<file path="src/rtl/alu_pkg.sv">
// Shared encodings and payload types for the execute-stage ALU.
package alu_pkg;

    localparam int unsigned WIDTH = 64;
    localparam int unsigned CNT_W = 6;

    typedef enum logic [2:0] {
        OP_ADD  = 3'd0,
        OP_SUB  = 3'd1,
        OP_AND  = 3'd2,
        OP_OR   = 3'd3,
        OP_XOR  = 3'd4,
        OP_SLT  = 3'd5,
        OP_MUL  = 3'd6,
        OP_RSVD = 3'd7
    } op_e;

    typedef enum logic {
        S_IDLE    = 1'b0,
        S_MUL_RUN = 1'b1
    } state_e;

    typedef struct packed {
        logic [WIDTH-1:0] result;
        logic             carry;
        logic             overflow;
        logic             zero;
    } res_t;

endpackage

</file>
<file path="src/rtl/mul_seq_64.sv">
// Iterative shift-add multiplier: one partial-product step per cycle, fixed 64 steps.
module mul_seq_64
    import alu_pkg::*;
(
    input  logic             clk,
    input  logic             rst,
    input  logic             start,
    input  logic [WIDTH-1:0] a,
    input  logic [WIDTH-1:0] b,
    output logic             busy,
    output logic             done,
    output logic [WIDTH-1:0] prod
);

    logic [WIDTH-1:0] mcand_d, mcand_q;
    logic [WIDTH-1:0] mplier_d, mplier_q;
    logic [WIDTH-1:0] acc_d, acc_q;
    logic [CNT_W-1:0] cnt_d, cnt_q;
    logic             busy_d, busy_q;
    logic [WIDTH-1:0] acc_step;

    // prod is the accumulator after the current step, so the final step's sum is usable on its own edge
    always_comb begin
        acc_step = acc_q + (mplier_q[0] ? mcand_q : '0);
        mcand_d  = mcand_q;
        mplier_d = mplier_q;
        acc_d    = acc_q;
        cnt_d    = cnt_q;
        busy_d   = busy_q;
        if (start) begin
            mcand_d  = a;
            mplier_d = b;
            acc_d    = '0;
            cnt_d    = '0;
            busy_d   = 1'b1;
        end else if (busy_q) begin
            acc_d    = acc_step;
            mcand_d  = mcand_q << 1;
            mplier_d = mplier_q >> 1;
            cnt_d    = cnt_q + CNT_W'(1);
            if (cnt_q == CNT_W'(WIDTH - 1)) begin
                busy_d = 1'b0;
            end
        end
    end

    always_ff @(posedge clk) begin
        if (rst) begin
            mcand_q  <= '0;
            mplier_q <= '0;
            acc_q    <= '0;
            cnt_q    <= '0;
            busy_q   <= 1'b0;
        end else begin
            mcand_q  <= mcand_d;
            mplier_q <= mplier_d;
            acc_q    <= acc_d;
            cnt_q    <= cnt_d;
            busy_q   <= busy_d;
        end
    end

    assign busy = busy_q;
    assign done = busy_q && (cnt_q == CNT_W'(WIDTH - 1));
    assign prod = acc_step;

endmodule

</file>
<file path="src/rtl/alu_ex_stage.sv">
// Execute-stage ALU: single-cycle add/sub/logic/slt, iterative MUL, registered result with flags.
module alu_ex_stage #(
    parameter int unsigned WIDTH = 64
) (
    input  logic             clk,
    input  logic             rst,
    input  logic             in_valid,
    output logic             in_ready,
    input  logic [2:0]       op,
    input  logic [WIDTH-1:0] a,
    input  logic [WIDTH-1:0] b,
    output logic             out_valid,
    input  logic             out_ready,
    output logic [WIDTH-1:0] result,
    output logic             carry,
    output logic             overflow,
    output logic             zero
);
    import alu_pkg::*;

    state_e           state_d, state_q;
    res_t             res_d, res_q;
    res_t             alu_res;
    logic             out_valid_d, out_valid_q;
    logic             sub;
    logic [WIDTH-1:0] b_eff;
    logic [WIDTH:0]   sum;
    logic             accept;
    logic             mul_start;
    logic             mul_busy;
    logic             mul_done;
    logic [WIDTH-1:0] mul_prod;

    // Single-cycle datapath; ADD and SUB share one adder with b inverted and carry-in for SUB
    always_comb begin
        sub     = (op == OP_SUB);
        b_eff   = b ^ {WIDTH{sub}};
        sum     = {1'b0, a} + {1'b0, b_eff} + (WIDTH + 1)'(sub);
        alu_res = '0;
        case (op)
            OP_ADD, OP_SUB: begin
                alu_res.result   = sum[WIDTH-1:0];
                alu_res.carry    = sum[WIDTH];
                alu_res.overflow = (a[WIDTH-1] == b_eff[WIDTH-1]) && (sum[WIDTH-1] != a[WIDTH-1]);
            end
            OP_AND:  alu_res.result = a & b;
            OP_OR:   alu_res.result = a | b;
            OP_XOR:  alu_res.result = a ^ b;
            OP_SLT:  alu_res.result = WIDTH'($signed(a) < $signed(b));
            default: alu_res.result = '0;
        endcase
        alu_res.zero = (alu_res.result == '0);
    end

    // Handshake, FSM and output-register load
    always_comb begin
        state_d     = state_q;
        res_d       = res_q;
        out_valid_d = out_valid_q;
        mul_start   = 1'b0;
        in_ready    = !rst && (state_q == S_IDLE) && !mul_busy && (!out_valid_q || out_ready);
        accept      = in_valid && in_ready;
        if (out_valid_q && out_ready) begin
            out_valid_d = 1'b0;
        end
        case (state_q)
            S_IDLE: begin
                if (accept) begin
                    if (op == OP_MUL) begin
                        mul_start = 1'b1;
                        state_d   = S_MUL_RUN;
                    end else begin
                        res_d       = alu_res;
                        out_valid_d = 1'b1;
                    end
                end
            end
            S_MUL_RUN: begin
                if (mul_done) begin
                    res_d.result   = mul_prod;
                    res_d.carry    = 1'b0;
                    res_d.overflow = 1'b0;
                    res_d.zero     = (mul_prod == '0);
                    out_valid_d    = 1'b1;
                    state_d        = S_IDLE;
                end
            end
            default: state_d = S_IDLE;
        endcase
    end

    always_ff @(posedge clk) begin
        if (rst) begin
            state_q     <= S_IDLE;
            res_q       <= '0;
            out_valid_q <= 1'b0;
        end else begin
            state_q     <= state_d;
            res_q       <= res_d;
            out_valid_q <= out_valid_d;
        end
    end

    mul_seq_64 u_mul (
        .clk   (clk),
        .rst   (rst),
        .start (mul_start),
        .a     (a),
        .b     (b),
        .busy  (mul_busy),
        .done  (mul_done),
        .prod  (mul_prod)
    );

    assign out_valid = out_valid_q;
    assign result    = res_q.result;
    assign carry     = res_q.carry;
    assign overflow  = res_q.overflow;
    assign zero      = res_q.zero;

endmodule
</file>
<file path="config.mk">
export PLATFORM = sky130hd
export DESIGN_NAME = alu_ex_stage
export DESIGN_NICKNAME = d
export VERILOG_FILES = /design/src/rtl/alu_pkg.sv /design/src/rtl/mul_seq_64.sv /design/src/rtl/alu_ex_stage.sv
export SDC_FILE = /design/constraint.sdc
export NUM_CORES = 1
export LEC_CHECK = 0
export BUFFER_PORTS_ARGS = -buffer_cell sky130_fd_sc_hd__buf_2
export CAP_MARGIN = 15
export CORE_MARGIN = 4
export CORE_UTILIZATION = 56
export DETAILED_ROUTE_END_ITERATION = 16
export PLACE_DENSITY = 0.87
export SYNTH_ARGS = -nofsm -noshare
export SYNTH_HDL_FRONTEND = slang
export SYNTH_SLANG_ARGS = --single-unit
</file>
<file path="constraint.sdc">
create_clock -name clk -period 6.5 [get_ports clk]
set_input_delay 0.975 -clock clk [delete_from_list [all_inputs] [get_ports clk]]
set_output_delay 0.975 -clock clk [all_outputs]
set_load 0.03 [all_outputs]
</file>
==> summary.txt <==
========================================================================================
Run status                                                                  finished, final reports clean
Most common flop cell mapped by yosys                                       sky130_fd_sc_hd__dfxtp_1
Crit share post-route                                                              85.1%
Area growth, synth to finish                                                       9.38%
Sequential element share of the synthesized area                                   20.9%
Post-layout minimum cycle time                                                   5530 ps
Start point of the critical path                                                   op[1]
Flops & latches, synth                                                               268
HP Start                                                                      result[49]
Total count of max-transition violations in the final report                           0
Proportion of layout cells with a drive suffix above 1                             9.92%
Sort of element at the start of the critical path                             input port
Layout Skew                                                                      26.7 ps
Reg clk slew, reported paths                                                       70 ps
Highest net fanout along the worst path                                               63
Clock latency of the later-clocked register in the worst-skew pair                600 ps
Sort of element at the end of the critical path                                 register
CTS H-tree depth                                                                       1
Clock Path Buffers                                                                     3
Die Span X                                                                        222 µm
Number of gates resized after cts                                                      0
Number of antenna violations at the first check in global routing                      8
Post-route antenna net violation count                                                 0
Measured slew at the worst slew-check pin                                        1200 ps
Detailed Routing Iterations Pass 1                                                    11
Drt drc                                                                                0
Clock root buffer                                                           sky130_fd_sc_hd__clkbuf_16
Count of synthesis-stage warnings from yosys                                           0
TritonCTS buffer count                                                                30
Max_slew headroom                                                                  19.7%
Hold Vio Cnt, Final                                                                    0
Post-synthesis instance area                                                  0.0256 mm²
Hold Path Class                                                                  reg2reg
CP bufs+invs                                                                           5
Vias in the first global route                                                    24,500
Avg Synthesized Cell Area                                                       7.53 µm²
Gp weighted congestion                                                              1.12
Starting density of the core                                                       56.6%
Vert. Die Dim                                                                     222 µm
Wire length per cell                                                             22.2 µm
Die area                                                                      0.0493 mm²
Number of library cell types mapped by synthesis                                      82
Max Fclk                                                                         181 MHz
Chain of cells forming the critical path                                    buf_2, inv_1, nand2_1, nor2_4, buf_12, xnor2_1, inv_1, fa_1, nand3b_1, a21oi_2, o2111ai_1, a2111oi_1, buf_4, a21oi_2, xor2_1, o221ai_1, a2111oi_0, nand4_1, or4_1, nor4_1, a211o_1
Dominant delay contributor by cell family on the critical path              compound AO/OA/AOI/OAI gates
Number of top-level pins                                                             204
1st-iter DRT viols                                                                 3,438
Clock tree from TritonCTS                                                            yes
Clock net sink count                                                                 268
P_leak                                                                           12.3 nW
Total half-perimeter wirelength after legalization and detailed placement      68,700 µm
Count of buffers inserted at the top-level ports                                     203
Total congestion overflow                                                              0
Proportion of netlist area held by the largest area contributor                    20.9%
Wire length of the first global-routing pass                                  140,000 µm
Number of fillers in the final layout                                              4,077
Setup CP Type                                                                     in2reg
Number of nets at the end of the flow                                              3,936
Vias after detailed routing                                                       26,700
Arrival time reported for the critical path endpoint                             6070 ps
Critical Path Slowest Stage Cell                                            sky130_fd_sc_hd__or4_1
RSZ-0062 raised after global routing                                                  no
Cells taking the most area after synthesis                                  sky130_fd_sc_hd__dfxtp_1, sky130_fd_sc_hd__ha_1, sky130_fd_sc_hd__nor2_1
Post-CTS setup repair buffer count                                                     0
Core region area                                                              0.0453 mm²
Number of enable-type register cells in the synthesized netlist                        0
Row count                                                                             78
Slowest Stage Delay on Critical Path                                              530 ps
Total setup violations reported at the end of the flow                                 0
Leading cell type in the layout, fill and taps excluded                     sky130_fd_sc_hd__nor2_1
Synthesized netlist cell count                                                     3,403
All-Layer GR Usage                                                                 34.7%
Final core utilization                                                             61.9%
Routed vias/inst                                                                    6.52
Sum of negative setup slack                                                         0 ps
Pwr dens                                                                      177 mW/mm²
Worst R2R Start                                                             u_mul.mplier_q[0]
Leading cell types in the layout, fill and taps excluded                    sky130_fd_sc_hd__nor2_1, sky130_fd_sc_hd__ha_1, sky130_fd_sc_hd__a21oi_1, sky130_fd_sc_hd__dfxtp_1, sky130_fd_sc_hd__nand2_1
Reported max-cap violation count                                                       0
Endpoint required time on the critical path                                      7040 ps
Post-cts hold buffer count                                                             0
Cell taking the most area after synthesis                                   sky130_fd_sc_hd__dfxtp_1
Async SR Flop Fraction                                                                0%
Maximum number of pins on one net before global-route repair                          96
Post-Synthesis Net Count                                                           3,874
Post-Route WL                                                                  90,900 µm
Worst voltage drop across the vdd grid                                          0.216 mV
========================================================================================
synth_stat cells (all sizes together) (16+ instances only):
library cell / instances
nor4: 30
a22oi: 37
inv: 196
and3: 70
o21ai: 156
ha: 334
o21a: 20
a221oi: 76
dfxtp: 268
mux2i: 121
a21oi: 315
a222oi: 16
o21bai: 27
nand4: 63
or3: 21
nand2: 231
a31oi: 20
xnor2: 120
a211oi: 113
a21o: 53
xor2: 59
nor2: 453
and2: 69
nor2b: 17
nor3: 52
o211ai: 31
nand3: 33
clkbuf: 190
buf: 29
per-layer routing:
layer / track usage, % / up-vias / wire length (µm) / part of all wire [%]
li1: - / 12400 / - / -
met1: 48.2 / 12400 / 36900 / 41
met2: 51.4 / 1597 / 37600 / 41
met3: 9.51 / 273 / 12300 / 13
met4: 13.3 / 6 / 4120 / 4.5
met5: 0 / - / 39 / 0.043
worst reg2reg max path, stage by stage (launching register included):
cell	delay (ps)
sky130_fd_sc_hd__dfxtp_1	420
sky130_fd_sc_hd__and2_1	160
sky130_fd_sc_hd__ha_1	250
sky130_fd_sc_hd__inv_1	90
sky130_fd_sc_hd__fa_1	420
sky130_fd_sc_hd__nand2b_1	220
sky130_fd_sc_hd__a2111oi_1	590
sky130_fd_sc_hd__o31ai_1	320
sky130_fd_sc_hd__a31oi_1	380
sky130_fd_sc_hd__o21ai_0	210
sky130_fd_sc_hd__a211oi_1	300
sky130_fd_sc_hd__nand4_1	200
sky130_fd_sc_hd__nor4b_1	580
sky130_fd_sc_hd__nand4b_1	210
sky130_fd_sc_hd__nor4_1	350
sky130_fd_sc_hd__nand4_1	140
sky130_fd_sc_hd__nor4_1	400
sky130_fd_sc_hd__a211o_1	160
report_power, final:
group / internal [mW] / switching [mW]
clock network: 1.04 / 0.763
logic: 0.498 / 0.966
registers: 1.68 / 0.0231
total: 3.22 / 1.75
state kept, by name, summed over array words and instances, names as in the netlist:
register	cells
result	64
zero	1
state_q	1
carry	1
u_mul.acc_q	64
out_valid	1
u_mul.cnt_q	6
u_mul.mcand_q	64
overflow	1
u_mul.busy	1
u_mul.mplier_q	64
logic make-up after synthesis:
kind of cell,share of synthesized area [%]
XOR/XNOR,6.11
multiplexers,4.86
AND/OR/NAND/NOR,20.0
buffers and inverters,6.16
AO/OA/AOI/OAI,25.5
flip-flops,20.9
adder cells (fa/ha/maj),16.5
cell type report:
| type | instances | area (µm²) | area share [%] |
|---|---|---|---|
| timing repair buffer | 249 | 1380 | 4.92 |
| inverter | 198 | 743 | 2.65 |
| clock inverter | 18 | 195 | 0.696 |
| sequential | 268 | 5370 | 19.1 |
| multi-input combinational | 2718 | 18700 | 66.9 |
| antenna | 5 | 12.5 | 0.0446 |
| clock buffer | 38 | 843 | 3.01 |
| tap | 600 | 751 | 2.68 |
through the flow:
stage / cells / hold WS, ps / area (µm²) / setup WS [ps] / total power [mW]
after global placement: 4033 / 436 / 27000 / 623 / 3.12
after floorplan: 3403 / 436 / 25600 / 131 / 2.67
after CTS: 4089 / 453 / 28000 / 1070 / 4.93
after detailed placement: 4033 / 443 / 27000 / 482 / 3.14
final: 4094 / 454 / 28000 / 970 / 4.97
after global routing: 4093 / 470 / 28000 / 622 / 5.16
path summary, 6_finish.rpt:
check	endpoint	slack (ps)	cells past startpoint
setup / recovery	zero	970	21
hold / removal	result[49]	450	2
setup reg to reg	zero	1060	17
hold reg to reg	result[49]	450	2
Note: power is estimated with default switching activity, not from simulation.
